File: src/rtl/gray_to_bin_serial.sv
// Serial Gray-to-binary decoder that resolves one bit per clock, MSB first.
// Results are published only once complete. busy and done are registered.
module gray_to_bin_serial #(
  parameter int WIDTH = 8
) (
  input  logic             clk,
  input  logic             reset,
  input  logic             start,
  input  logic [WIDTH-1:0] data_in,
  output logic [WIDTH-1:0] data_out,
  output logic             busy,
  output logic             done
);

  localparam int CW = (WIDTH > 2) ? $clog2(WIDTH - 1) : 1;

  typedef enum logic [1:0] {
    IDLE = 2'd0,
    CONV = 2'd1,
    DONE = 2'd2
  } state_t;

  state_t           state_q, state_d;
  logic [WIDTH-1:0] gray_q, gray_d;
  logic [WIDTH-1:0] bin_q, bin_d;
  logic [WIDTH-1:0] dout_q, dout_d;
  logic [CW-1:0]    cnt_q, cnt_d;
  logic             busy_q, busy_d;
  logic             done_q, done_d;

  // State and datapath registers
  always_ff @(posedge clk) begin
    if (reset) begin
      state_q <= IDLE;
      gray_q  <= {WIDTH{1'b0}};
      bin_q   <= {WIDTH{1'b0}};
      dout_q  <= {WIDTH{1'b0}};
      cnt_q   <= {CW{1'b0}};
      busy_q  <= 1'b0;
      done_q  <= 1'b0;
    end else begin
      state_q <= state_d;
      gray_q  <= gray_d;
      bin_q   <= bin_d;
      dout_q  <= dout_d;
      cnt_q   <= cnt_d;
      busy_q  <= busy_d;
      done_q  <= done_d;
    end
  end

  // Next-state and datapath logic
  always_comb begin
    state_d = state_q;
    gray_d  = gray_q;
    bin_d   = bin_q;
    dout_d  = dout_q;
    cnt_d   = cnt_q;
    case (state_q)
      IDLE: begin
        if (start) begin
          gray_d  = data_in;
          bin_d   = {data_in[WIDTH-1], {(WIDTH-1){1'b0}}};
          cnt_d   = CW'(WIDTH - 2);
          state_d = CONV;
        end else begin
          state_d = IDLE;
        end
      end
      CONV: begin
        // Each bit folds in the already-resolved bit above it
        for (int i = 0; i < WIDTH - 1; i++) begin
          if (cnt_q == CW'(i)) begin
            bin_d[i] = bin_q[i+1] ^ gray_q[i];
          end else begin
            bin_d[i] = bin_q[i];
          end
        end
        if (cnt_q == {CW{1'b0}}) begin
          dout_d  = bin_d;
          state_d = DONE;
        end else begin
          cnt_d   = cnt_q - CW'(1);
          state_d = CONV;
        end
      end
      DONE: begin
        state_d = IDLE;
      end
      default: begin
        state_d = IDLE;
      end
    endcase
    busy_d = (state_d == CONV);
    done_d = (state_d == DONE);
  end

  assign data_out = dout_q;
  assign busy     = busy_q;
  assign done     = done_q;

endmodule

File: config.mk
export PLATFORM = sky130hd
export DESIGN_NAME = gray_to_bin_serial
export DESIGN_NICKNAME = d
export VERILOG_FILES = /design/src/rtl/gray_to_bin_serial.sv
export SDC_FILE = /design/constraint.sdc
export NUM_CORES = 1
export LEC_CHECK = 0
export CAP_MARGIN = 20
export CORE_AREA = 8 8 65 67
export DETAILED_ROUTE_END_ITERATION = 12
export DIE_AREA = 0 0 73 75
export GPL_TIMING_DRIVEN = 0
export RECOVER_POWER = 50
export SLEW_MARGIN = 5
export SYNTH_ARGS = -nofsm -noshare
export SYNTH_HDL_FRONTEND = slang
export SYNTH_SLANG_ARGS = --single-unit
File: constraint.sdc
create_clock -name clk -period 1.9 [get_ports clk]
set_clock_uncertainty 0.2 [all_clocks]
set_input_delay 0.38 -clock clk [delete_from_list [all_inputs] [get_ports clk]]
set_output_delay 0.38 -clock clk [all_outputs]
set_load 0.1 [all_outputs]
* Word-level counts from Yosys, hierarchy flattened *
Index checks and enable logic that the tools add are counted.

word-level totals
  register bits after elaboration = 30
  word-level logic and storage cells = 49
  bits of input ports = 11

operators by class
  reductions and logical operators = 7
  bitwise logic cells = 7
  muxes and demuxes = 15
  add/sub/neg operators = 1
  equality and inequality tests = 11

operators with widths
  operator                                                                count
  7-bit case mux with 2 select lines                                      1
  3-bit equality test (second input constant)                             3
  1-bit two-way mux                                                       8
  7-bit two-way mux                                                       1
  1-bit XOR                                                               7
  3-bit by 2-bit equality test with 1-bit output (second input constant)  2
  3-bit two-way mux                                                       2
  3-bit case mux with 2 select lines                                      1
  2-bit AND reduction                                                     3
  2-bit by 1-bit equality test with 1-bit output (second input constant)  2
  2-bit inequality test (second input constant)                           2
  2-bit case mux with 2 select lines                                      1
  3-bit by 1-bit equality test with 1-bit output (second input constant)  1
  3-bit zero test                                                         1
  3-bit AND reduction                                                     1
  3-bit by 1-bit subtractor with 3-bit output (second input constant)     1
  2-bit equality test (second input constant)                             1
  2-bit zero test                                                         1
  2-bit two-way mux                                                       1
  2-bit nonzero test                                                      1

* Depth between registers and ports, before layout *
  word-level depth = 4
  mapped depth = 7

* Worst setup path before layout *
OpenSTA, ideal clock, no wires.

  path type = register -> register
  from = register cnt_q[0]
  to = register cnt_q[0]
  data arrival time = 1342 ps
  cell stages (with the launch flop) = 7
  setup slack = 231 ps
  required time = 1572 ps
  library setup time = 128 ps
  cell sequence = dfxtp_1 > inv_1 > ha_1 > nand2b_1 > mux2_2 > a22oi_1 > nor2_1

on the way
  word-level cells in the longest chain between the ends = 3

RTL lines
  element                                                                         line    source
  start, declared                                                                 27      logic [CW-1:0] cnt_q, cnt_d;
  start signal, assigned                                                          38      cnt_q <= {CW{1'b0}};
  start signal, assigned                                                          46      cnt_q <= cnt_d;
  3-bit by 1-bit subtractor with 3-bit output or 3-bit zero test (tied branches)  83, 79
  3-bit two-way mux or 2-bit inequality test (tied branches)                      -
  3-bit case mux with 2 select lines or 3-bit AND reduction (tied branches)       -

Parallel ways exist; a longest one is shown, timed or not. The select of a mux whose other input is x is not followed.
A chain may end at the register's enable or synchronous reset.

* Worst setup path after layout *
  from = register dout_q[5] (netlist: data_out[5])
  to = output data_out[5]

RTL lines
  element                 line  source
  start, declared         26    logic [WIDTH-1:0] dout_q, dout_d;
  start signal, assigned  37    dout_q <= {WIDTH{1'b0}};
  start signal, assigned  45    dout_q <= dout_d;
  end, declared           10    output logic [WIDTH-1:0] data_out,

No word-level cell between the ends.

==> flow_summary_export.csv <==
group,metric,value,unit
routing,vias,1064,
floorplan,start_util,39.8,%
floorplan,die_w,73,um
clocking,cts_buffer_depth,2,
clocking,numCtsBuffers,5,
critical_path,slowest_delay,0.56,ns
placement,placed_area,1540,um^2
sta,hold_ws,0.258,ns
yosys,ys_seq_area_share,46.7,%
yosys,netlist_area,1280,um^2
critical_path,crit_arrival,1.24,ns
clocking,cts_tree,"done",
sta,max_slew_margin,63.1,%
clocking,cts_hold_buf,0,
power_and_ir_drop,finalPower,1.44,mW
global_routing,grt-ovfl-total,0,
sta,finalSetupViolCount,0,
global_routing,grt_antenna_before_repair,0,
critical_path,worst-path-max-fanout,2,
yosys,ys_ff_latch,30,
routing,routed_wl,2.68,mm
critical_path,end_kind,"output port",
power_and_ir_drop,p_per_area,890,nW/um^2
status,status,"completed",
critical_path,crit_required,1.32,ns
yosys,yosysWarnings,0,
finish,fin_area,1620,um^2
finish,n_antenna_cell,0,
floorplan,fp.dieH,75,um
yosys,synthCells,142,
routing,drt_iter0_drc,44,
placement,gp_congestion,0.886,
sta,maxSlewViolCount,0,
clocking,post_cts_buffers,0,
routing,wl_per_cell,12.4,um
routing,drc_errors,0,
clocking,clock_latency,0.33,ns
yosys,syn_nets,158,
floorplan,core_area,3230,um^2
routing,antenna_left,0,
placement,port_buffers,20,
global_routing,grt_max_degree,11,
finish,mostFrequentLayoutCell,"dfxtp_1",
sta,rsz0062_at_grt,"no",
power_and_ir_drop,p_leak,0.610,nW
routing,dr.pass1.iters,4,
sta,tightest_slew,0.556,ns
sta,finalHoldViolations,0,
clocking,cts.sinks,30,
sta,period_minus_slack,1.82,ns
yosys,synth.distinct_cells,28,
critical_path,path_buf_inv,1,
yosys,syn_area_per_cell,9.05,um^2
critical_path,startpoint_type,"flip-flop",
clocking,clockRootBuffer,"clkbuf_4",
floorplan,die_area,5480,um^2
power_and_ir_drop,peakVddDrop,0.000408,V
finish,syn2layout_area_growth,26.2,%
global_routing,grt_usage,11.1,%
critical_path,setup.worst_path.class,"reg2out",
finish,fin_nets,185,
routing,viasPerCell,4.93,
sta,finalCritPeriodShare,95.7,%
finish,final_layout_size_suffix_gt1_share,15.9,%
critical_path,path_cells,"clkdlybuf4s15_2",
clocking,htree_levels,2,
global_routing,grt_pass1_wl,4.63,mm
critical_path,path_delay_family,"buffers and inverters",
floorplan,ioPinCount,21,
critical_path,slowest_stage,"clkdlybuf4s15_2",
clocking,clkTransAtPathRegs,0.09,ns
finish,final_util,50.2,%
finish,final_cell_mix,"29 x dfxtp_1, 19 x nor2_1, 14 x nand2_1, 12 x a21oi_1, 10 x clkdlybuf4s15_2",
min_path,min_path_type,"reg2reg",
floorplan,fp-row-count,21,
placement,dp_hpwl,1.99,mm
sta,max_freq,550,MHz
sta,fin_ws,0.0826,ns
placement,preCtsSetupSlack,-0.213,ns
flow_run,maxCapViolCount,0,
global_routing,grt_pass1_vias,986,
-- path summary, 6_finish.rpt --
check	slack [ns]	start	to	cells past startpoint
hold / removal	0.26	data_out[4]	data_out[4]	2
hold reg to reg	0.26	data_out[4]	data_out[4]	2
setup reg to reg	0.17	cnt_q[0]	data_out[2]	7
setup / recovery	0.08	data_out[5]	data_out[5]	1
-- layer usage --
metal / track usage [%] / vias to the layer above / wire, um
met5: 0 / - / 0
met4: 8.67 / 0 / 65
met3: 2.93 / 5 / 159
met2: 16.2 / 28 / 1220
met1: 13.5 / 489 / 1230
li1: - / 542 / -
-- Yosys cell counts --
library cell | n | area share, %
dfxtp_1 | 30 | 47
nor2_1 | 19 | 5.6
nand2_1 | 14 | 4.1
a21oi_1 | 12 | 4.7
mux2i_1 | 8 | 6.2
xnor2_1 | 7 | 4.8
ha_1 | 5 | 4.9
inv_1 | 5 | 1.5
a22oi_1 | 4 | 2.3
a31oi_1 | 4 | 1.9
nand2b_1 | 4 | 1.9
nand3_1 | 4 | 1.6
o21ai_0 | 4 | 1.6
o22ai_1 | 4 | 1.9
clkbuf_1 | 3 | 0.88
a211oi_1 | 2 | 1.2
buf_2 | 2 | 0.78
a21boi_0 | 1 | 0.58
a311oi_1 | 1 | 0.68
and2_1 | 1 | 0.49
and2b_1 | 1 | 0.58
buf_4 | 1 | 0.58
buf_6 | 1 | 0.88
mux2_2 | 1 | 0.88
nand2_4 | 1 | 0.88
nor2b_1 | 1 | 0.49
nor3b_1 | 1 | 0.58
o21bai_2 | 1 | 0.88
-- final cells by class --
class / count / area, um^2
clock inverter: 1 / 5.00
inverter: 5 / 18.8
buffer: 7 / 40.0
tap: 46 / 57.6
multi-input combinational: 100 / 631
fill: 323 / 1610
clock buffer: 7 / 55.1
timing repair buffer: 20 / 213
sequential: 30 / 602
-- repair_timing --
action,CTS,global route
hold endpoints to repair,0,0
setup endpoints to repair,10,10
gates resized for setup,30,3
-- cells by family after synthesis --
logic type / synth area share [%]
and+or+nand+nor: 16.2
AOI/OAI and AO/OA: 15.8
DFF: 46.7
buffers and inverters: 4.58
muxes: 7.11
xor gates and xnor gates: 4.77
adders and majority gates: 4.87
-- where the power goes --
part           leakage (nW)  internal [mW]  switching (mW)  total, mW
registers             0.245          0.669          0.0345      0.703
clock network        0.0353          0.179           0.213      0.392
logic                 0.330          0.140           0.208      0.348
-- per-stage QoR --
step | TNS (ns) | instances
floorplan | 0 | 142
global placement | -3.32 | 208
detailed placement | -3.63 | 208
CTS | 0 | 216
global route | 0 | 216
finish | 0 | 216
-- state kept, by name, summed over array words and instances, names as in the netlist --
register	flops
cnt_q	3
gray_q	7
state_q	2
done	1
bin_q	8
busy	1
data_out	8
Note: power is estimated with default switching activity, not from simulation.
